[src/rtl/poke_arrange_multi.sv]
// Card-hand rank remapper: LANES cards per cycle, optional odd-even sort.
// Optional feature macro: POKE_SORT_EN (sort the remapped hand ascending).
module poke_arrange_multi #(
  parameter int CARD_NUM = 17,
  parameter int CARD_W   = 8,
  parameter int RANK_W   = 4,
  parameter int LANES    = 1
) (
  input  logic                         sys_clk,
  input  logic                         sys_rst,
  input  logic                         receivepoke_done,
  input  logic [CARD_NUM*CARD_W-1:0]   receive_poke,
  output logic [CARD_NUM*CARD_W-1:0]   poke,
  output logic                         busy,
  output logic                         arrange_done
);

  localparam int HW = CARD_NUM * CARD_W;
  localparam int G  = (CARD_NUM + LANES - 1) / LANES;
  localparam int CW = $clog2(CARD_NUM + 1);

  localparam logic [RANK_W-1:0] TOP  = '1;
  localparam logic [RANK_W-1:0] TOP1 = TOP - RANK_W'(1);

  typedef enum logic [1:0] {
    IDLE,
    MAP,
`ifdef POKE_SORT_EN
    SORT,
`endif
    OUT
  } state_e;

  state_e          state_q, state_d;
  logic [HW-1:0]   work_q, work_d;
  logic [HW-1:0]   poke_q, poke_d;
  logic [CW-1:0]   cnt_q, cnt_d;
  logic            busy_q, busy_d;
  logic            done_q, done_d;
  logic [HW-1:0]   map_w;

  function automatic logic [CARD_W-1:0] remap(
    input logic [CARD_W-1:0] c
  );
    logic [CARD_W-1:0] r;
    r = c;
    if (c[CARD_W-1 -: RANK_W] == RANK_W'(2))
      r[CARD_W-1 -: RANK_W] = TOP;
    else if (c[CARD_W-1 -: RANK_W] == RANK_W'(1))
      r[CARD_W-1 -: RANK_W] = TOP1;
    return r;
  endfunction

  // Remap the cards of the current lane group; others pass through.
  always_comb begin
    map_w = work_q;
    for (int i = 0; i < CARD_NUM; i++) begin
      if (cnt_q == CW'(i / LANES))
        map_w[i*CARD_W +: CARD_W] =
          remap(work_q[i*CARD_W +: CARD_W]);
    end
  end

`ifdef POKE_SORT_EN
  logic [HW-1:0] sort_w;

  // One odd-even transposition phase; phase parity is cnt_q[0].
  always_comb begin
    sort_w = work_q;
    for (int i = 0; i < CARD_NUM - 1; i++) begin
      if (1'(i) == cnt_q[0]) begin
        if (work_q[i*CARD_W +: CARD_W] >
            work_q[(i+1)*CARD_W +: CARD_W]) begin
          sort_w[i*CARD_W +: CARD_W] =
            work_q[(i+1)*CARD_W +: CARD_W];
          sort_w[(i+1)*CARD_W +: CARD_W] =
            work_q[i*CARD_W +: CARD_W];
        end
      end
    end
  end
`endif

  // Next-state and output logic of the arrange FSM.
  always_comb begin
    state_d = state_q;
    work_d  = work_q;
    poke_d  = poke_q;
    cnt_d   = cnt_q;
    busy_d  = busy_q;
    done_d  = 1'b0;
    unique case (state_q)
      IDLE: begin
        if (receivepoke_done) begin
          work_d  = receive_poke;
          cnt_d   = '0;
          busy_d  = 1'b1;
          state_d = MAP;
        end
      end
      MAP: begin
        work_d = map_w;
        if (cnt_q == CW'(G - 1)) begin
          cnt_d = '0;
`ifdef POKE_SORT_EN
          state_d = SORT;
`else
          busy_d  = 1'b0;
          state_d = OUT;
`endif
        end else begin
          cnt_d = cnt_q + CW'(1);
        end
      end
`ifdef POKE_SORT_EN
      SORT: begin
        work_d = sort_w;
        if (cnt_q == CW'(CARD_NUM - 1)) begin
          cnt_d   = '0;
          busy_d  = 1'b0;
          state_d = OUT;
        end else begin
          cnt_d = cnt_q + CW'(1);
        end
      end
`endif
      OUT: begin
        poke_d  = work_q;
        done_d  = 1'b1;
        state_d = IDLE;
      end
      default: state_d = IDLE;
    endcase
  end

  // State and datapath registers; reset aborts any run in flight.
  always_ff @(posedge sys_clk or posedge sys_rst) begin
    if (sys_rst) begin
      state_q <= IDLE;
      work_q  <= '0;
      poke_q  <= '0;
      cnt_q   <= '0;
      busy_q  <= 1'b0;
      done_q  <= 1'b0;
    end else begin
      state_q <= state_d;
      work_q  <= work_d;
      poke_q  <= poke_d;
      cnt_q   <= cnt_d;
      busy_q  <= busy_d;
      done_q  <= done_d;
    end
  end

  assign poke         = poke_q;
  assign busy         = busy_q;
  assign arrange_done = done_q;

endmodule
[config.mk]
export PLATFORM = sky130hd
export DESIGN_NAME = poke_arrange_multi
export DESIGN_NICKNAME = d
export VERILOG_FILES = /design/src/rtl/poke_arrange_multi.sv
export SDC_FILE = /design/constraint.sdc
export NUM_CORES = 1
export LEC_CHECK = 0
export BUFFER_PORTS_ARGS = -buffer_cell sky130_fd_sc_hd__buf_2
export CORE_ASPECT_RATIO = 0.75
export CORE_MARGIN = 4
export CORE_UTILIZATION = 53
export CTS_CLUSTER_SIZE = 40
export DETAILED_ROUTE_END_ITERATION = 8
export MAX_ROUTING_LAYER = met4
export PLACE_DENSITY = 0.79
export REMOVE_ABC_BUFFERS = 1
export SKIP_CTS_REPAIR_TIMING = 1
export SLEW_MARGIN = 0
export SYNTH_ARGS = -nofsm -noshare
export SYNTH_HDL_FRONTEND = slang
export SYNTH_SLANG_ARGS = --single-unit
[constraint.sdc]
create_clock -name sys_clk -period 10.92 [get_ports sys_clk]
set_input_delay 2.184 -clock sys_clk [delete_from_list [all_inputs] [get_ports sys_clk]]
set_output_delay 2.184 -clock sys_clk [all_outputs]
set_load 0.005 [all_outputs]
Word level (Yosys, flattened, before mapping)
Index checks and enable logic that the tools add are counted.

Bits in registers: 281. Input port bits: 139. Output and inout bits: 138. Word-level logic and storage cells: 199.

Add/sub/neg operators: 1. Eq/ne operators: 87. Multiplexer cells: 63. Bitwise logic cells: 1. Reductions and logical operators: 24.

Operators with widths (count): $pmux 136 s2 (1); $mux 136 (1); $mux 4 (34); $mux 8 (17); $eq 4x1->1 const B (17); $eq 4x2->1 const B (17); $reduce_and 4->1 (17); $ne 3x3->1 const B (17); $eq 5x4->1 const B (8); $ne 2x2->1 const B (18); $eq 5x3->1 const B (4); $eq 5x2->1 const B (2); $mux 5 (2); $pmux 5 s2 (1); $reduce_and 3->1 (2); $add 5x1->5 const B (1); $eq 5x1->1 const B (1); $eq 5x5->1 const B (1); $logic_not 5->1 (1); $mux 2 (2); $pmux 2 s2 (1); $reduce_and 2->1 (2); $mux 1 (3); $eq 2x1->1 const B (1); other kinds (5) (5).

Longest topological paths before layout
Gate-level depths: netlist of the first run.

Depth after elaboration: 5. Gate-level depth with buffers: 6. Depth with buffers taken out: 6.

Least setup slack after synthesis of the first run
No wires, ideal clock.

Path type: in2reg. Start: in receivepoke_done. End: reg work_q[108]. Arrival: 3198 ps. Path slack: 7597 ps. Stages on the path: 4. Path through: nor3b_1 buf_2 a21oi_1 mux2_2.

Word-level cells in the longest chain between the ends: 2.

RTL lines: start: declaration (line 11) `input logic receivepoke_done,`; $ne 2x2->1 (no source line); $reduce_and 4->1 (no source line); end signal: assignment (line 147) `work_q <= work_d;`; end: declaration (line 35) `logic [HW-1:0] work_q, work_d;`.

Every way passes these cells. A chain may end at the register's enable or synchronous reset.

Worst setup path in the final report of the first run
Start: in receivepoke_done. End: reg work_q[44].

Same word-level chain as after synthesis.

==> flow_summary.toml, run 1 <==
[cts]
clock-sinks = 281
clkLatencyLatePin_ns = 0.53
clk_pin_slew_ns = 0.06
cts_tree = "built"
h-tree-depth = 1
max-clock-path-buffers = 3
cts_buffers = 28
cts-root-buf = "clkbuf_16"

[global_route]
grt_pass1_vias = 8327
grt_usage_pct = 22.6
grt_remaining_overflow = 0
grt_pass1_wl_um = 42800
antenna_found_initial = 1
grt_max_degree = 139

[synth]
synth_edf_count = 0
postSynthAreaPerCell_sq_um = 11.7
synth-main-ff-cell = "dfrtp_1"
ys_seq_elements = 281
yosys_warnings = 0
synth_cells = 970
synth_top_area_cell = "dfrtp_1"
yosysMostFrequentCell = "dfrtp_1"
synth_top_cell_area_share_pct = 61.8
synthTopCellsByCount = "dfrtp_1, nand2_1, mux2_2, nor2_1, o21ai_0"
synthArstFlopShare_pct = 100
synth.distinct_cells = 40
synth_area_sq_um = 11400
seq_area_frac_synth_pct = 61.8
synth_area_leaders = "dfrtp_1, mux2_2, nand2_1"

[worst_setup_path]
crit_path_end_kind = "flop"
crit_fanout = 77
r2r_start = "state_q[0]"
worstSetupStartpointType = "input pin"
cp_slowest_cell = "buf_4"
critPathBufInv = 2
arrival_ns = 4.23
ff2ff_setup_slack_ns = 7.89
worst-r2r-cell-count = 3
crit_family = "buffers and inverters"
slowest_delay_ns = 0.73
worstSetupPathType = "in -> reg"
path_cells = "buf_2, nor3b_2, buf_4, a31oi_1, mux2_2"
rr_endpoint = "poke[20]"
crit_required_ns = 11.33

[cells_and_area]
syn2layout_area_growth_pct = 22.0
final_util_pct = 65.7
drive_gt1_share_pct = 38.2
nNetsFinal = 1380

[floorplan]
rows = 46
die_w_um = 177
core_sq_um = 21100
start_util_pct = 53.8
dieArea_sq_um = 23900
num_io_pins = 277
die_h_um = 135

[job]
max_cap_viol_count = 0

[drt]
wl_met1_um = 12100
drtPass1Iterations = 5
routedWlPerCell_um = 17.4
met3_length_um = 1930
final_antenna_net_count = 0
drc = 0
drt-total-wl_um = 26800
viasPerCell = 5.29
dr_total_vias = 8185
drt_iter0_drc = 622
dr.max_layer_used = "met4"
met2_length_um = 12100

[pwr]
power.density_nw_per_um2 = 256
power_leakage_nw = 6.96
peakVddDrop_mv = 0.140

[sta]
hold_slack_ns = 0.467
rsz0062_at_grt = "false"
hold_viol_final = 0
setup_tns_ns = 0
tightest_slew_ns = 1.09
fin_crit_ns = 3.82
timing.clock.skew_ns = 0.0117
slew_violations = 0
min_period_over_period_pct = 35.0
fmax_ghz = 0.262
setup_violations = 0
relSlewSlack_pct = 27.1

[hold_path]
min_path_cells = 2
whs_endpoint = "work_q[48]"
hp-start = "work_q[48]"
min_path_type = "reg -> reg"

[placement]
hpwl_um = 17800
gp_congestion = 0.855
portBuffers = 276

[status]
status = "finished, final reports clean"
-- worst register-to-register path, cell delays in order, from the launching register on --
cell     delay (ns)
dfrtp_1        0.49
and2b_4        0.97
buf_4          0.90
mux2_2         0.56
-- logic make-up after synthesis --
family	share of synthesized area [%]
adders and majority gates	0.550
and+or+nand+nor	12.9
DFF	61.8
muxes	15.5
AOI/OAI and AO/OA	4.96
xor gates and xnor gates	1.39
buffers and inverters	2.85
-- cell usage in the layout (no fill, tap or decap), types with 4 or more instances in the layout --
master | Yosys | routed
clkbuf_1 | 15 | 8
xnor2_1 | 6 | 6
a21oi_1 | 19 | 19
a31oi_1 | 10 | 10
nor2_1 | 45 | 45
nand2_1 | 243 | 242
buf_4 | 0 | 4
dfrtp_1 | 281 | 281
nor3_1 | 12 | 12
nor4b_1 | 6 | 6
clkbuf_16 | 0 | 29
o21ai_0 | 35 | 35
mux2i_1 | 13 | 13
clkbuf_8 | 0 | 6
clkinv_2 | 0 | 5
xor2_1 | 12 | 12
ha_1 | 5 | 5
or4_1 | 6 | 6
buf_2 | 25 | 276
and4_1 | 7 | 7
mux2_2 | 143 | 143
a211oi_1 | 7 | 7
o22a_1 | 9 | 9
inv_1 | 34 | 33
nor4_1 | 6 | 6
-- worst max path at each step --
stage	from	end	slack, ns	cells past startpoint
after floorplan	sys_rst	arrange_done	0.99	1
after global placement	receivepoke_done	work_q[44]	6.60	5
after detailed placement	receivepoke_done	work_q[44]	6.52	5
after CTS	receivepoke_done	work_q[44]	7.07	5
after global routing	receivepoke_done	work_q[44]	6.93	5
final	receivepoke_done	work_q[44]	7.10	5
-- routing by layer --
metal / vias to the layer above / GRT usage [%]
met2: 291 / 34.5
met5: - / -
met3: 51 / 3.97
met4: 0 / 5.03
li1: 3811 / -
met1: 4032 / 32.2
-- registers in the layout, indices dropped and copies added, names as in the netlist --
| name | count |
|---|---|
| arrange_done | 1 |
| busy | 1 |
| work_q | 136 |
| state_q | 2 |
| cnt_q | 5 |
| poke | 136 |
-- through the flow --
stage,instance area [sq um],worst slack [ns],total power [mW],cells
after floorplan,11200,0.985,2.25,926
after global placement,13000,6.60,2.57,1494
after detailed placement,13000,6.52,2.63,1494
after CTS,13900,7.07,3.58,1544
after global routing,13900,6.93,3.79,1545
final,13900,7.10,3.55,1546
-- cell type report --
type                            instances  area [sq um]
Fill cell                            1607          7250
Sequential cell                       281          7030
Multi-Input combinational cell        611          4030
Timing Repair Buffer                  280          1410
Clock buffer                           43           838
Tap cell                              288           360
Inverter                               34           135
Clock inverter                          7          62.6
Antenna cell                            2          5.00
-- power breakdown --
part | total (mW) | internal, mW | leakage [nW] | switching (mW)
Clock | 0.938 | 0.549 | 0.444 | 0.389
Combinational | 0.926 | 0.421 | 3.17 | 0.505
Sequential | 1.69 | 1.41 | 3.35 | 0.280
Total | 3.55 | 2.38 | 6.96 | 1.17
No activity file was read; power rests on OpenSTA's default activity.
==> run 2, diff against run 1 <==
CORE_UTILIZATION = 48   (was 53)
PLACE_DENSITY = 0.76   (was 0.79)
clock period = 3.5 ns   (was 10.92 ns; I/O delays follow)
==> flow_summary.toml, run 2 (synthesized netlist as in run 1, its figures left out) <==
[global_route]
grt_remaining_overflow = 0
grt_pass1_vias = 8359
grt_usage_pct = 20.8
grt_max_degree = 103
grt_pass1_wl_um = 43600
antenna_found_initial = 1

[placement]
place_area_sq_um = 13100
gp_congestion = 0.797
hpwl_um = 18600
portBuffers = 276

[cells_and_area]
layout_common_cells = "dfrtp_1, buf_2, nand2_1"
nNetsFinal = 1387
drive_gt1_share_pct = 38.4
final_area_sq_um = 14000
final_common_cell = "dfrtp_1"
syn2layout_area_growth_pct = 23.0
final_util_pct = 60.3

[cts]
max-clock-path-buffers = 3
cts_buffers = 28
clock-sinks = 281
cts_tree = "built"
h-tree-depth = 1
clk_pin_slew_ns = 0.06
cts-root-buf = "clkbuf_16"
clkLatencyLatePin_ns = 0.53

[drt]
final_antenna_net_count = 0
routedWlPerCell_um = 17.4
drtPass1Iterations = 4
drt_iter0_drc = 408
dr_total_vias = 8107
drc = 0
viasPerCell = 5.19
drt-total-wl_um = 27100

[worst_setup_path]
crit_family = "simple AND/OR/NAND/NOR gates"
cp_slowest_cell = "nor3_1"
path_depth = 6
worstSetupStartpointType = "flop"
path_cells = "inv_1, ha_1, nand2_1, nor3_1, a31oi_1, mux2_2"
crit_required_ns = 3.91
critPathBufInv = 1
crit_fanout = 4
arrival_ns = 2.69
r2r_start = "cnt_q[1]"
crit_path_end_kind = "flop"
worstSetupPathType = "reg -> reg"
slowest_delay_ns = 0.70
critPathLaunch = "cnt_q[1]"
critPathCapture = "work_q[44]"
worst-r2r-cell-count = 6
ff2ff_setup_slack_ns = 1.22
rr_endpoint = "work_q[44]"

[hold_path]
min_path_type = "in -> async"

[status]
status = "finished, final reports clean"

[sta]
fin_crit_ns = 2.28
tightest_slew_ns = 0.901
slew_violations = 0
hold_viol_final = 0
fmax_ghz = 0.438
timing.clock.skew_ns = 0.0109
rsz0062_at_grt = "false"
setup_violations = 0
relSlewSlack_pct = 39.5
min_period_over_period_pct = 65.3

[floorplan]
start_util_pct = 49.1
core_sq_um = 23200
die_h_um = 141
die_w_um = 186
rows = 48
dieArea_sq_um = 26200
num_io_pins = 277

[pwr]
power_leakage_nw = 7.00
power.density_nw_per_um2 = 792
peakVddDrop_mv = 0.391

[job]
max_cap_viol_count = 0
==> run 2: changes by cell type in the layout (fill, tap and decap cells not counted), sizes merged <==
cell / before / now
buf: 280 / 287
clkbuf: 43 / 42
clkinv: 5 / 4
clkinvlp: 1 / 0
inv: 34 / 35
==> run 2: worst min-delay path by stage <==
stage | from | to | slack, ns | cells past startpoint
floorplan | work_q[0] | work_q[0] | 0.44 | 2
global placement | work_q[26] | work_q[26] | 0.45 | 2
detailed placement | work_q[40] | work_q[40] | 0.46 | 2
CTS | receive_poke[42] | work_q[42] | 0.33 | 3
global route | receive_poke[24] | work_q[24] | 0.34 | 3
finish | sys_rst | work_q[0] | 0.31 | 2
==> run 2: stage by stage <==
step                      instances  power, mW  setup slack (ns)   TNS, ns  hold WS (ns)
final                          1563       11.1              1.22         0         0.315
after global placement         1513       8.07              1.17         0         0.452
after detailed placement       1513       8.24              1.17         0         0.457
after CTS                      1561       11.2              1.27         0         0.332
after global routing           1562       11.8              1.11         0         0.340
after floorplan                 926       7.02             -4.95  -1775.28         0.440
==> run 2: area by class of cell <==
cell class              instances  area [sq um]
clock inverters                 6          65.1
multi-input cells             611          4030
diodes                          2          5.00
inverters                      34           135
repair buffers                287          1530
fillers                      1858          9200
clock buffers                  42           815
flip-flops and latches        281          7030
well taps                     300           375
==> run 2: routing by layer <==
layer | vias up | GRT usage, % | wire length (um)
li1 | 3819 | - | -
met1 | 4003 | 28.9 | 12100
met4 | 0 | 4.98 | 641
met3 | 43 | 5.10 | 2000
met2 | 242 | 31.4 | 12400
met5 | - | - | 0
==> run 2: worst reg2reg max path, cell delays in order, from the launching register on <==
cell and delay, ns:
dfrtp_1 0.41, inv_1 0.11, ha_1 0.15, nand2_1 0.05, nor3_1 0.70, a31oi_1 0.37
mux2_2 0.37
==> run 2: where the power goes <==
group	total, mW	internal (mW)	switching, mW
clock network	2.88	1.67	1.21
logic	2.94	1.34	1.60
registers	5.25	4.39	0.858
